--- config.mk ---
export PLATFORM = sky130hd
export DESIGN_NAME = control_unit
export DESIGN_NICKNAME = d
export VERILOG_FILES = /design/src/rtl/control_unit.sv
export SDC_FILE = /design/constraint.sdc
export NUM_CORES = 1
export LEC_CHECK = 0
export CORE_ASPECT_RATIO = 0.8
export CORE_MARGIN = 4
export CORE_UTILIZATION = 29
export DETAILED_ROUTE_END_ITERATION = 10
export PLACE_DENSITY_LB_ADDON = 0.3
export SLEW_MARGIN = 20
export SYNTH_ARGS = -nofsm -noshare
export SYNTH_HDL_FRONTEND = slang
export SYNTH_SLANG_ARGS = --single-unit
--- constraint.sdc ---
create_clock -name clk -period 2.4 [get_ports clk]
set_input_delay 0.6 -clock clk [delete_from_list [all_inputs] [get_ports clk]]
set_output_delay 0.6 -clock clk [all_outputs]
set_load 0.05 [all_outputs]
--- src/rtl/control_unit.sv ---
// Multi-cycle RV32I control unit: sequences FETCH/DECODE/EXECUTE/MEM/WB and
// decodes opcode/funct3/funct7 into datapath selects and write enables.
module control_unit (
   input  logic        clk,
   input  logic        rst,
   input  logic [6:0]  opcode,
   input  logic [2:0]  funct3,
   input  logic [6:0]  funct7,
   input  logic [31:0] alu_result,
   output logic [2:0]  mux_se,
   output logic        mux_alu,
   output logic        we_alu,
   output logic [3:0]  aluop,
   output logic        we_result,
   output logic        we_dmem,
   output logic        we_pc,
   output logic        we_store,
   output logic [1:0]  mux_store,
   output logic [2:0]  mux_load,
   output logic [2:0]  mux_wb,
   output logic        we_rf,
   output logic        mux_pc,
   output logic        mux_jalr
);

   localparam logic [6:0] OP_R      = 7'b0110011;
   localparam logic [6:0] OP_OPIMM  = 7'b0010011;
   localparam logic [6:0] OP_LOAD   = 7'b0000011;
   localparam logic [6:0] OP_STORE  = 7'b0100011;
   localparam logic [6:0] OP_BRANCH = 7'b1100011;
   localparam logic [6:0] OP_JAL    = 7'b1101111;
   localparam logic [6:0] OP_JALR   = 7'b1100111;
   localparam logic [6:0] OP_LUI    = 7'b0110111;
   localparam logic [6:0] OP_AUIPC  = 7'b0010111;

   localparam logic [3:0] ALU_ADD  = 4'b0000;
   localparam logic [3:0] ALU_SUB  = 4'b1000;
   localparam logic [3:0] ALU_SLT  = 4'b0010;
   localparam logic [3:0] ALU_SLTU = 4'b0011;

   typedef enum logic [2:0] {
      S_FETCH,
      S_DECODE,
      S_EXECUTE,
      S_MEM,
      S_WB
   } state_t;

   state_t     state_q, state_d;
   logic [2:0] se_sel;
   logic       alu_sel;
   logic [3:0] alu_op;
   logic       taken;
   logic       unused_funct7;

   // Only funct7[5] distinguishes SUB/SRA/SRAI; the rest of the field is don't-care.
   assign unused_funct7 = ^{funct7[6], funct7[4:0]};

   always_ff @(posedge clk) begin
      if (rst) state_q <= S_FETCH;
      else     state_q <= state_d;
   end

   // Operand selects and ALU operation, stable from DECODE onward
   always_comb begin
      se_sel  = 3'b000;
      alu_sel = 1'b0;
      alu_op  = ALU_ADD;
      taken   = 1'b0;
      case (opcode)
         OP_OPIMM, OP_LOAD, OP_JALR: alu_sel = 1'b1;
         OP_STORE: begin
            se_sel  = 3'b001;
            alu_sel = 1'b1;
         end
         OP_BRANCH: se_sel = 3'b010;
         default: ;
      endcase
      case (opcode)
         OP_R:     alu_op = {funct7[5], funct3};
         OP_OPIMM: alu_op = {(funct3 == 3'b101) & funct7[5], funct3};
         OP_BRANCH: begin
            case (funct3)
               3'b000, 3'b001: alu_op = ALU_SUB;
               3'b100, 3'b101: alu_op = ALU_SLT;
               3'b110, 3'b111: alu_op = ALU_SLTU;
               default:        alu_op = ALU_ADD;
            endcase
         end
         default: ;
      endcase
      case (funct3)
         3'b000:         taken = (alu_result == 32'd0);
         3'b001:         taken = (alu_result != 32'd0);
         3'b100, 3'b110: taken = alu_result[0];
         3'b101, 3'b111: taken = ~alu_result[0];
         default:        taken = 1'b0;
      endcase
   end

   // Next state and per-state control outputs
   always_comb begin
      state_d   = state_q;
      mux_se    = 3'b000;
      mux_alu   = 1'b0;
      we_alu    = 1'b0;
      aluop     = 4'b0000;
      we_result = 1'b0;
      we_dmem   = 1'b0;
      we_pc     = 1'b0;
      we_store  = 1'b0;
      mux_store = 2'b00;
      mux_load  = 3'b000;
      mux_wb    = 3'b000;
      we_rf     = 1'b0;
      mux_pc    = 1'b0;
      mux_jalr  = 1'b0;
      case (state_q)
         S_FETCH: state_d = S_DECODE;
         S_DECODE: begin
            we_alu  = 1'b1;
            mux_se  = se_sel;
            mux_alu = alu_sel;
            state_d = S_EXECUTE;
            case (opcode)
               OP_LUI: begin
                  mux_wb  = 3'b011;
                  we_rf   = 1'b1;
                  we_pc   = 1'b1;
                  state_d = S_FETCH;
               end
               OP_AUIPC: begin
                  mux_wb  = 3'b100;
                  we_rf   = 1'b1;
                  we_pc   = 1'b1;
                  state_d = S_FETCH;
               end
               OP_JAL: begin
                  mux_wb  = 3'b010;
                  we_rf   = 1'b1;
                  mux_pc  = 1'b1;
                  we_pc   = 1'b1;
                  state_d = S_FETCH;
               end
               OP_R, OP_OPIMM, OP_LOAD, OP_STORE, OP_BRANCH, OP_JALR: ;
               default: begin
                  we_pc   = 1'b1;
                  state_d = S_FETCH;
               end
            endcase
         end
         S_EXECUTE: begin
            mux_se  = se_sel;
            mux_alu = alu_sel;
            aluop   = alu_op;
            state_d = S_FETCH;
            case (opcode)
               OP_R, OP_OPIMM:    state_d = S_WB;
               OP_LOAD, OP_STORE: state_d = S_MEM;
               OP_BRANCH: begin
                  mux_pc = taken;
                  we_pc  = 1'b1;
               end
               OP_JALR: begin
                  mux_wb   = 3'b010;
                  we_rf    = 1'b1;
                  mux_jalr = 1'b1;
                  mux_pc   = 1'b1;
                  we_pc    = 1'b1;
               end
               default: ;
            endcase
         end
         S_MEM: begin
            mux_se  = se_sel;
            mux_alu = alu_sel;
            aluop   = alu_op;
            state_d = S_FETCH;
            case (opcode)
               OP_STORE: begin
                  we_result = 1'b1;
                  we_dmem   = 1'b1;
                  we_store  = 1'b1;
                  mux_store = funct3[1:0];
                  we_pc     = 1'b1;
               end
               OP_LOAD: begin
                  we_result = 1'b1;
                  state_d   = S_WB;
               end
               default: ;
            endcase
         end
         S_WB: begin
            mux_se  = se_sel;
            mux_alu = alu_sel;
            aluop   = alu_op;
            state_d = S_FETCH;
            case (opcode)
               OP_R, OP_OPIMM: begin
                  we_result = 1'b1;
                  we_rf     = 1'b1;
                  we_pc     = 1'b1;
               end
               OP_LOAD: begin
                  mux_wb   = 3'b001;
                  mux_load = funct3;
                  we_rf    = 1'b1;
                  we_pc    = 1'b1;
               end
               default: ;
            endcase
         end
         default: state_d = S_FETCH;
      endcase
   end

endmodule

# Yosys cells after proc, flatten, opt, wreduce, memory -nomap -nowiden
# Cells that the tools add are included.
# Widths: inputs -> output; s select.
# classes
eq_ne	18
mux	37
bitwise	2
reduce_logical	18
# ops
operator	n
$logic_not 32->1	1
$reduce_bool 32->1	1
$pmux 4 s3	2
$eq 7x6->1 const B	3
$eq 7x7->1 const B	3
$pmux 3 s3	2
$reduce_or 2->1	8
$eq 3x3->1 const B	5
$mux 1	15
$eq 7x5->1 const B	2
$mux 3	4
$pmux 3 s4	1
$reduce_or 3->1	3
$mux 2	4
$pmux 1 s4	2
$reduce_or 4->1	2
$eq 7x2->1 const B	1
$eq 3x1->1 const B	2
$eq 3x2->1 const B	2
$logic_not 3->1	2
$pmux 1 s2	3
$pmux 3 s2	1
$reduce_or 6->1	1
$mux 4	1
other kinds (4)	4
# word_totals
regBits	3
input_bits	51
word_cells	76

# Logic depth before layout (Yosys ltp)
# depth
depth_word	5
ltp_mapped	6
mapped_depth_nobuf	4

# Worst setup path after synthesis
# OpenSTA, ideal clock, no wires.
# synth_path
kind	input -> output
startpoint	input port opcode[3]
endpoint	output port mux_store[1]
arrival_time_ns	2.752
t_required_ns	1.800
path_slack_ns	-0.952
cell_stages	4
cell_sequence	and3b_1 nand2_1 nor3_1 and2_1
# synth_between
elab_chain_cells	3
# synth_lines
item	line_no	rtl
start, declared	6	input logic [6:0] opcode,
$eq 7x6->1	179	case (opcode)
$mux 2	179	
$mux 2	118	case (state_q)
end, declared	18	output logic [1:0] mux_store,
# Every way passes these cells.

# Worst setup path in the final report
# layout_path
startpoint	input port opcode[6]
endpoint	output port we_pc
# layout_between
elab_chain_cells	4
word_cells_on_any_way	14
# layout_lines
item	line_no	rtl
$eq 7x2->1, or another cell as far along	125, 199	
$reduce_or 6->1, or another cell as far along	125	case (opcode)
$mux 1, on equally long branches	125, 157, 199	
$pmux 1 s4 *	118	
end, declared	16	output logic we_pc,
# Mark *: on every way between the ends. The rest lies on a longest branch, timed or not.

==> summary.md <==
| Metric | Value |
|---|---|
| Outcome | finished, violations left |
| Failing checks | negative setup slack |
| Family with the most delay on the worst path | simple AND/OR/NAND/NOR gates |
| Vias/cell | approximately 6.2 |
| Largest net degree at the start of global routing | 10 |
| Worst Tran Pin Value | 539 ps |
| Worst path max stage delay | roughly 330 ps |
| Synth warn | 0 |
| # H-tree levels | 1 |
| DRC Markers | 0 |
| Clk sinks | 3 |
| Clock Latency Late Sink | ~240 ps |
| DR pass1 iterations | 4 |
| Vias in the first global route | about 1500 |
| Top flop regs | state_q: 3 flops |
| Vias | ~1500 |
| Mapped Nets | 156 |
| Setup ws final | -87.8 ps |
| Final Util | 92.7% |
| Pwr dens | 162 mW/mm2 |
| Hold-fix buffers, CTS | 0 |
| Gr usage total | 29.9% |
| Die Ht | 52.4 um |
| Fmax achieved | 402 MHz |
| Dpl hpwl | about 3600 um |
| IO Pins | 75 |
| Final hold vios | 0 |
| DIE AREA | around 0.0033 mm2 |
| Critical path arrival | about 1900 ps |
| Starting density of the core | roughly a third |
| Worst path slowest cell | o21ai_0 |
| Share of cells above drive strength 1 | between 70% and 80% |
| Post-route minimum period | 2490 ps |
| Wirelength per Cell | between 20 and 25 um |
| Worst Skew | 6.85 ps |
| LEAKAGE | between 0.8 and 0.9 nW |
| Post-synth EDFFs | 0 |
| Post-synth cell types | 40 |
| Type of the worst setup path | in -> out |
| Setup slack, reg-to-reg | 1150 ps |
| Max IR drop VDD | roughly 0.00037 V |
| Core area | 0.00225 mm2 |
| CP Depth | 7 |
| Total grt overflow | 0 |
| Ant. Diodes | 0 |
| # fillers | 83 |
| Post-synth top flop | dfxtp_1 |
| Period utilization | 104% |
| Fin cells | around 240 |
| Design area | between 0.002 and 0.0025 mm2 |
| Buf/Inv on CP | 3 |
| Seq cells post-synth | 3 |
| Final setup fails | 14 |
| Reg with most FFs | state_q |
| Crit Path Max Fanout | 5 |
| Global placer's final weighted congestion | between 0.8 and 0.9 |
| Clock Tree Root | clkbuf_4 |
| HP Class | reg -> reg |
| CTS tree | done |
| Synthesized area per cell | 6.80 um2 |
| Post-Syn Area | 714 um2 |
| Clk buf depth | 2 |
| Placed cells | roughly 220 |
| IO Port Bufs | 67 |
| Iter 0 DRT Violations | 112 |
| Worst path cell trace | buf_12, and3b_2, buf_4, o21ai_0, nand2_1, nand4b_1, buf_12 |
| Setup crit end | we_pc |
| FP Rows | 15 |
| Die Width | roughly 63 um |
| P&R area growth vs syn | 192% |
| Slew Limit Fails | 0 |
| Reg-to-Reg Start | state_q[1] |
| CP required | roughly 1800 ps |
| Footprint of the multi-input gates | 832 um2 |
| Post-synthesis sequential area ratio | about 8.4% |
| Max cap viols | 0 |
| Nets | between 200 and 300 |
| Worst reg2reg path depth | 4 |
| Routed WL | 5510 um |
| Crit. Startpoint | opcode[6] |
| CTS Buf Count | 3 |
| Gate Count Post-Synth | around 110 |
| Max reg flops | 3 |
| Startpoint class of the critical path | input pin |
| Antenna violations before repair | 0 |
| First-pass GRT wire length | 7690 um |
| Pre-CTS setup slack | -603 ps |
| Max-Slew Margin vs Limit | a little under two thirds |
| Worst R2R End | state_q[1] |
| Number of nets with antenna violations after routing | 0 |
| Dpl cell area | a little under 0.002 mm2 |
| Post-synth ARST share | 0% |
| Reg clk slew, reported paths | ~40 ps |
| RSZ-0062 raised after global routing | yes |
| Reg area | about 65 um2 |
| Most frequent CP cell | buf_12 |
| CP Capture Type | output port |
-- worst min path at each step --
| stage | startpoint | endpoint | slack, ps | cells past startpoint |
|---|---|---|---|---|
| detailed placement | state_q[2] | state_q[1] | 600 | 2 |
| floorplan | state_q[2] | state_q[1] | 520 | 2 |
| global route | state_q[1] | state_q[0] | 580 | 1 |
| CTS | state_q[1] | state_q[0] | 520 | 1 |
| global placement | state_q[1] | state_q[2] | 550 | 2 |
| finish | state_q[1] | state_q[0] | 550 | 1 |
-- power by group --
group | leakage [nW] | internal, mW | switching [mW]
clock network | 0.0150 | 0.0623 | 0.0271
registers | 0.0255 | 0.0514 | 0.00157
logic | 0.855 | 0.0975 | 0.0992
-- layout by cell type, fill, tap and decap left out, drive strengths merged, types with 4 or more instances in the layout --
cell type	n
nand2	5
nor2	11
buf	105
nand4	5
nand3	8
a21oi	5
and2	5
nand2b	4
clkbuf	6
nor3	6
nor4	11
-- cells by family (layout without fill, tap and decap cells) --
| kind of cell | after synthesis | after routing | synth area share [%] |
|---|---|---|---|
| mux | 1 | 1 | 1.40 |
| other cells | 1 | 1 | 0.525 |
| compound gates | 14 | 14 | 12.6 |
| buf+inv | 9 | 118 | 7.53 |
| flops | 3 | 3 | 8.41 |
| simple gates | 75 | 75 | 67.1 |
| xor+xnor | 2 | 2 | 2.45 |
-- layout make-up --
cell class / count / area share (%)
Tap cell: 25 / 1.50
Sequential cell: 3 / 3.12
Multi-Input combinational cell: 93 / 39.8
Clock buffer: 4 / 1.26
Inverter: 2 / 0.359
Timing Repair Buffer: 112 / 53.9
-- metrics by stage --
stage | hold slack (ps) | power [mW] | TNS (ps)
floorplan | 524 | 0.113 | -327
global placement | 553 | 0.228 | -8190
detailed placement | 599 | 0.237 | -9080
CTS | 516 | 0.315 | -583
global route | 583 | 0.353 | -1230
finish | 549 | 0.339 | -744
-- cell usage after synthesis, types with 2 or more instances --
cell / count / area share, %
and4_1: 2 / 2.5
nand3b_1: 3 / 3.2
nand4_1: 5 / 4.4
buf_4: 3 / 3.2
o21ai_0: 3 / 2.1
and4b_1: 2 / 2.8
nand2b_1: 4 / 3.5
and3b_1: 2 / 2.5
nor3_1: 6 / 4.2
nand2_1: 5 / 2.6
dfxtp_1: 3 / 8.4
clkbuf_1: 2 / 1.1
nor4_1: 11 / 9.6
nor2_1: 11 / 5.8
a21oi_1: 5 / 3.5
xor2_1: 2 / 2.5
and2_1: 4 / 3.5
or3_1: 2 / 1.8
inv_1: 2 / 1.1
nand3_1: 8 / 5.6
-- routing by layer --
layer  track usage (%)  up-vias  part of all wire, %
li1                  -      621                    -
met1              33.8      674                   36
met2              54.9      142                   47
met3              4.72       46                  9.8
met4              14.7        0                  7.4
met5                 0        -                    0
-- what timing repair did --
action / in CTS / in global routing
pin swaps: 25 / 18
gates resized for setup: 157 / 24
endpoints found under the setup margin: 22 / 15
hold endpoints to repair: 0 / 0
setup buffers: 9 / 4
(Power assumes the default switching activity.)
